**config.mk**
```make
export PLATFORM = sky130hd
export DESIGN_NAME = dmem_responder
export DESIGN_NICKNAME = d
export VERILOG_FILES = /design/src/rtl/dmem_pkg.sv /design/src/rtl/dmem_array.sv /design/src/rtl/dmem_responder.sv
export SDC_FILE = /design/constraint.sdc
export NUM_CORES = 2
export LEC_CHECK = 0
export BUFFER_PORTS_ARGS = -buffer_cell sky130_fd_sc_hd__buf_2
export CAP_MARGIN = 5
export CORE_MARGIN = 2
export CORE_UTILIZATION = 35
export DETAILED_ROUTE_END_ITERATION = 6
export PLACE_DENSITY_LB_ADDON = 0.25
export SLEW_MARGIN = 20
export SYNTH_ARGS = -nofsm -noshare
export SYNTH_HDL_FRONTEND = slang
export SYNTH_SLANG_ARGS = --single-unit
```
**constraint.sdc**
```tcl
create_clock -name clk -period 4.6 [get_ports clk]
set_input_delay 0.92 -clock clk [delete_from_list [all_inputs] [get_ports clk]]
set_output_delay 0.92 -clock clk [all_outputs]
set_load 0.05 [all_outputs]
```
**src/rtl/dmem_pkg.sv**
```systemverilog
// Shared definitions for the data-memory responder: FSM encoding, halfword
// write-mask constants and the halfword merge helper.
package dmem_pkg;

    // Responder FSM states
    typedef enum logic [1:0] {
        StIdle = 2'd0,
        StWait = 2'd1,
        StResp = 2'd2
    } dmem_state_e;

    // Halfword write enables: bit0 covers [15:0], bit1 covers [31:16]
    localparam logic [1:0] MaskNone = 2'b00;
    localparam logic [1:0] MaskLo   = 2'b01;
    localparam logic [1:0] MaskHi   = 2'b10;
    localparam logic [1:0] MaskAll  = 2'b11;

    localparam int unsigned DataW = 32;

    // Replace only the halves selected by mask; unselected halves keep old data
    function automatic logic [DataW-1:0] merge_halves(
        input logic [DataW-1:0] old_word,
        input logic [DataW-1:0] new_word,
        input logic [1:0]       mask
    );
        logic [DataW-1:0] merged;
        merged = old_word;
        if ((mask & MaskLo) != MaskNone) merged[15:0]  = new_word[15:0];
        if ((mask & MaskHi) != MaskNone) merged[31:16] = new_word[31:16];
        return merged;
    endfunction

endpackage

```
**src/rtl/dmem_array.sv**
```systemverilog
// Word-organised data memory: one halfword-masked write port, two
// asynchronous read ports (access and display), cleared by async reset.
module dmem_array
    import dmem_pkg::*;
#(
    parameter int unsigned ADDR_W = 6
) (
    input  logic              clk,
    input  logic              rst,
    input  logic              we,
    input  logic [ADDR_W-1:0] waddr,
    input  logic [DataW-1:0]  wdata,
    input  logic [1:0]        wmask,
    input  logic [ADDR_W-1:0] raddr,
    output logic [DataW-1:0]  rdata,
    input  logic [ADDR_W-1:0] disp_raddr,
    output logic [DataW-1:0]  disp_rdata
);

    localparam int unsigned Depth = 2 ** ADDR_W;

    logic [DataW-1:0] mem [Depth];

    // Masked write; the whole array is cleared on reset
    always_ff @(posedge clk or negedge rst) begin
        if (!rst) begin
            for (int i = 0; i < Depth; i++) begin
                mem[i] <= '0;
            end
        end else if (we) begin
            mem[waddr] <= merge_halves(mem[waddr], wdata, wmask);
        end
    end

    assign rdata      = mem[raddr];
    assign disp_rdata = mem[disp_raddr];

endmodule

```
**src/rtl/dmem_responder.sv**
```systemverilog
// MEM-stage data-memory responder with configurable wait states.
// Optional access statistics (rd_count/wr_count) when DMEM_STATS_EN is defined.
module dmem_responder
    import dmem_pkg::*;
#(
    parameter int unsigned WAIT_CYCLES = 2,
    parameter int unsigned ADDR_W      = 6
) (
    input  logic              clk,
    input  logic              rst,
    input  logic              req_valid,
    output logic              req_ready,
    input  logic              req_we,
    input  logic [ADDR_W-1:0] req_addr,
    input  logic [31:0]       req_wdata,
    input  logic [1:0]        req_mask,
    output logic              resp_valid,
    input  logic              resp_ready,
    output logic [31:0]       resp_rdata,
    input  logic [ADDR_W-1:0] disp_addr,
    output logic [31:0]       disp_data,
    output logic              busy
`ifdef DMEM_STATS_EN
    ,
    output logic [31:0]       rd_count,
    output logic [31:0]       wr_count
`endif
);

    localparam bit         NoWait   = (WAIT_CYCLES == 0);
    // Counter value in the final wait cycle; unused when NoWait
    localparam logic [3:0] WaitLast = NoWait ? 4'd0 : 4'(WAIT_CYCLES - 1);

    dmem_state_e       state_q;
    logic [3:0]        wait_cnt_q;
    logic              we_q;
    logic [ADDR_W-1:0] addr_q;
    logic [31:0]       wdata_q;
    logic [1:0]        mask_q;

    logic              accept;
    logic              enter_resp;
    logic              cmd_we;
    logic [ADDR_W-1:0] cmd_addr;
    logic [31:0]       cmd_wdata;
    logic [1:0]        cmd_mask;
    logic              mem_we;
    logic [31:0]       acc_rdata;
    logic [31:0]       disp_rdata;
    logic [31:0]       resp_rdata_d;

    assign accept = req_valid & req_ready;

    // With no wait states the command commits straight from the request inputs
    // on the accept edge; otherwise it commits from the latched copy on the
    // edge that leaves the last wait cycle.
    assign enter_resp = NoWait ? accept
                               : ((state_q == StWait) && (wait_cnt_q == WaitLast));
    assign cmd_we     = NoWait ? req_we    : we_q;
    assign cmd_addr   = NoWait ? req_addr  : addr_q;
    assign cmd_wdata  = NoWait ? req_wdata : wdata_q;
    assign cmd_mask   = NoWait ? req_mask  : mask_q;
    assign mem_we     = enter_resp & cmd_we;

    // Response reflects the word as it will be after the store commits
    assign resp_rdata_d = cmd_we ? merge_halves(acc_rdata, cmd_wdata, cmd_mask) : acc_rdata;

    dmem_array #(
        .ADDR_W (ADDR_W)
    ) u_array (
        .clk        (clk),
        .rst        (rst),
        .we         (mem_we),
        .waddr      (cmd_addr),
        .wdata      (cmd_wdata),
        .wmask      (cmd_mask),
        .raddr      (cmd_addr),
        .rdata      (acc_rdata),
        .disp_raddr (disp_addr),
        .disp_rdata (disp_rdata)
    );

    // Request/response FSM with registered handshake and status outputs
    always_ff @(posedge clk or negedge rst) begin
        if (!rst) begin
            state_q    <= StIdle;
            wait_cnt_q <= 4'd0;
            we_q       <= 1'b0;
            addr_q     <= '0;
            wdata_q    <= '0;
            mask_q     <= MaskNone;
            req_ready  <= 1'b1;
            resp_valid <= 1'b0;
            resp_rdata <= '0;
            busy       <= 1'b0;
        end else begin
            case (state_q)
                StIdle: begin
                    if (accept) begin
                        we_q      <= req_we;
                        addr_q    <= req_addr;
                        wdata_q   <= req_wdata;
                        mask_q    <= req_mask;
                        req_ready <= 1'b0;
                        busy      <= 1'b1;
                        if (NoWait) begin
                            state_q    <= StResp;
                            resp_valid <= 1'b1;
                            resp_rdata <= resp_rdata_d;
                        end else begin
                            state_q    <= StWait;
                            wait_cnt_q <= 4'd0;
                        end
                    end
                end
                StWait: begin
                    if (wait_cnt_q == WaitLast) begin
                        state_q    <= StResp;
                        wait_cnt_q <= 4'd0;
                        resp_valid <= 1'b1;
                        resp_rdata <= resp_rdata_d;
                    end else begin
                        wait_cnt_q <= wait_cnt_q + 4'd1;
                    end
                end
                StResp: begin
                    // Handshake edge returns to idle; no accept is possible here
                    if (resp_ready) begin
                        state_q    <= StIdle;
                        resp_valid <= 1'b0;
                        req_ready  <= 1'b1;
                        busy       <= 1'b0;
                    end
                end
                default: begin
                    state_q    <= StIdle;
                    wait_cnt_q <= 4'd0;
                    resp_valid <= 1'b0;
                    req_ready  <= 1'b1;
                    busy       <= 1'b0;
                end
            endcase
        end
    end

    // Display port: registered every cycle, sees a same-edge store one cycle later
    always_ff @(posedge clk or negedge rst) begin
        if (!rst) begin
            disp_data <= '0;
        end else begin
            disp_data <= disp_rdata;
        end
    end

`ifdef DMEM_STATS_EN
    // Saturating counters of accepted loads and stores
    always_ff @(posedge clk or negedge rst) begin
        if (!rst) begin
            rd_count <= '0;
            wr_count <= '0;
        end else if (accept) begin
            if (!req_we && (rd_count != 32'hFFFF_FFFF)) rd_count <= rd_count + 32'd1;
            if (req_we && (wr_count != 32'hFFFF_FFFF))  wr_count <= wr_count + 32'd1;
        end
    end
`endif

endmodule
```
==> out/results.tsv <==
stage	metric	value	unit
yosys	synth_nets	10470	
sta	max_slew_margin	0.1458	
sta	period_needed	4479	ps
yosys	synth_cell_type_count	94	
clock_network	clockBufferDepth	4	
die	fp-row-count	206	
placement	dp_cells	14150	
sta	hold_violations	0	
run	max_cap_viol_count	0	
die	coreArea	0.3142	mm2
final_layout	final_cells	14610	
die	chipWidth	565.4	um
die	ios	118	
yosys	ys_seq_area_frac	0.4904	
sta	worstMarginPinSlew	1279	ps
yosys	synthesis.area	0.1103	mm2
global_routing	grt_pass1_vias	91270	
drt	first_iter_violations	14950	
setup_path	worstSetupPathType	reg -> reg	
yosys	ys_ff_latch	2162	
yosys	synth_area_leaders	dfrtp_1 49%, mux4_2 14%, o21ai_0 9.2%, nand2_1 7.6%, a221oi_1 2.6%	
final_layout	area_delta_synth_final	14.52	%
sta	finalSetupViolCount	0	
power	leakagePower	52.89	nW
die	die_h	565.4	um
power	ir_drop	0.3159	mV
global_routing	antenna_found_initial	42	
setup_path	arrival	5220	ps
clock_network	ctsRootBufferMaster	clkbuf_16	
drt	via_per_inst	6.547	
sta	rsz0062_at_grt	no	
yosys	yosysTopAreaCell	dfrtp_1	
setup_path	start_kind	register	
global_routing	grt_first_pass_wirelength	733.3	mm
yosys	synth_edf_count	0	
setup_path	crit_fanout	28	
global_routing	grt_max_degree	141	
final_layout	final_cell_mix	2166 x nand2_1, 2157 x dfrtp_1, 2022 x o21ai_0, 691 x mux4_2, 397 x buf_4	
drt	routed_wl	525.5	mm
die	dieArea	0.3197	mm2
sta	fmax	0.2233	GHz
power	pwr-share-clk	0.489	
sta	clock_skew	61.70	ps
power	switchingPower	9.311	mW
yosys	ys_warn_count	0	
placement	dp_hpwl	323.3	mm
final_layout	num-fill-cells	29870	
power	power.internal	30.29	mW
die	start_util	0.3511	
yosys	synth_top_area_frac	0.4902	
drt	dr.pass1.iters	7	
yosys	synth_ff_type	dfrtp_1	
clock_network	htreeDepth	4	
power	cellPowerDensity	313.4	mW/mm2
clock_network	numCtsBuffers	233	
drt	ant_nets	0	
placement	portBuffers	117	
placement	place.gp.congestion	0.9527	
yosys	synthCells	10420	
power	seqPwrFrac	0.480	
setup_path	cp.required	5340	ps
drt	vias	95620	
drt	wire_per_inst	35.98	um
global_routing	grtUsageTotal	0.3245	
sta	drv_slew	0	
sta	fin_tns_setup	0	ps
sta	min_period_over_period	0.9736	
yosys	syn-mean-instance-area	10.59	um2
power	switching_share	0.2351	
clock_network	cts.sinks	2162	
clock_network	post-cts-setup-buffers	0	
clock_network	worstSkewPairLatency	940	ps
power	combPwrFrac	0.031	
worst_hold_path	hold_class	in -> reg	
final_layout	drive_gt1_frac	0.2102	
final_layout	finalNetCount	10280	
outcome	status	completed	
drt	route.detailed.drc	0	
clock_network	cts_tree	built	
final_layout	final_common_cell	nand2_1	
global_routing	overflow	0	
setup_path	end_kind	register	
yosys	async_flop_share	1.000	
clock_network	clkTransAtPathRegs	60	ps
[metrics by stage]
stage | utilization | total power [mW] | setup slack, ps | hold slack, ps | area [um2]
final | 0.4021 | 39.60 | 121.4 | 201.7 | 126300
after global placement | 0.3773 | 20.59 | 266.7 | 466.2 | 118500
after global routing | 0.4019 | 40.54 | 82.68 | 211.4 | 126300
after floorplan | - | 19.84 | 995.7 | 458.2 | 110300
after CTS | 0.4017 | 39.73 | 201.1 | 170.9 | 126200
after detailed placement | 0.3774 | 20.60 | 229.8 | 464.6 | 118600
[worst paths after layout]
check / start / to / slack [ps] / cells past startpoint
max reg2reg: addr_q[2] / u_array.mem[254] / 120 / 10
min in group asynchronous: rst / disp_data[24] / 580 / 2
max in group asynchronous: rst / u_array.mem[942] / 2510 / 3
max: addr_q[2] / u_array.mem[254] / 120 / 10
min reg2reg: resp_rdata[25] / resp_rdata[25] / 480 / 1
min: req_mask[0] / cmd_mask[0] / 200 / 3
[power groups by stage]
stage / Clock [mW] / Combinational, mW / Sequential [mW]
finish: 19.4 / 1.22 / 19.0
global route: 20.2 / 1.31 / 19.0
CTS: 19.5 / 1.24 / 19.0
detailed placement: 0 / 1.23 / 19.4
global placement: 0 / 1.22 / 19.4
floorplan: 0 / 0.468 / 19.4
[area by class of cell]
| cell class | count | area (um2) | share of cell area |
|---|---|---|---|
| Clock inverter | 77 | 848.3 | 0.006714 |
| Multi-Input combinational cell | 7130 | 52130 | 0.4126 |
| Clock buffer | 341 | 6787 | 0.05372 |
| Antenna cell | 36 | 90.09 | 0.0007130 |
| Tap cell | 4160 | 5205 | 0.04120 |
| Timing Repair Buffer | 688 | 7103 | 0.05622 |
| Sequential cell | 2162 | 54120 | 0.4283 |
| Inverter | 11 | 58.81 | 0.0004655 |
[layer usage]
metal | track usage | share of wire
met2 | 0.4639 | 0.42
met5 | 0 | 0.00050
met4 | 0.2067 | 0.073
met3 | 0.1169 | 0.13
met1 | 0.4153 | 0.37
[cells by family (layout without fill, tap and decap cells)]
| logic type | count (synthesis) | in the layout | synth area share |
|---|---|---|---|
| AOI/OAI and AO/OA | 3356 | 3356 | 0.1849 |
| buffers and inverters | 1128 | 1117 | 0.04551 |
| adders and majority gates | 2 | 2 | 0.0002268 |
| and+or+nand+nor | 2734 | 2734 | 0.1037 |
| DFF | 2162 | 2162 | 0.4904 |
| other | 0 | 36 | 0 |
| muxes | 1038 | 1038 | 0.1752 |
[state kept, by name (all words and copies together), names as in the netlist]
register and count:
disp_data 32, req_ready 1, cmd_wdata 32, busy 1, u_array.mem 2048, resp_valid 1, state_q 2, resp_rdata 32
cmd_mask 2, cmd_we 1, addr_q 6, wait_cnt_q 4
[worst max-delay path: stages, from the launching register on]
cell,delay (ps)
dfrtp_4,680
buf_4,290
and2_2,480
buf_4,320
a221o_1,350
a22oi_1,200
nor2_1,100
a2111oi_0,870
buf_4,270
a21bo_2,470
o21ai_0,200
[cells in the mapped netlist, drive strengths merged, types with 25 or more instances]
| cell | instances |
|---|---|
| buf | 359 |
| a21oi | 128 |
| nand3 | 49 |
| o22a | 25 |
| o221ai | 53 |
| a31oi | 29 |
| mux4 | 691 |
| dfrtp | 2161 |
| o22ai | 98 |
| a22oi | 296 |
| mux2i | 140 |
| mux2 | 207 |
| nor3 | 56 |
| nor2 | 95 |
| o21ai | 2158 |
| a221oi | 330 |
| nand2b | 41 |
| nand2 | 2232 |
| clkbuf | 758 |
| nand3b | 61 |
| or3b | 33 |
| a22o | 31 |
[repair_timing]
action / 4_1_cts / 5_1_grt
gates resized for setup: 0 / 1
setup endpoints to repair: 0 / 39
hold endpoints to repair: 1 / 0
hold buffers: 1 / 0
(Power assumes the default switching activity.)
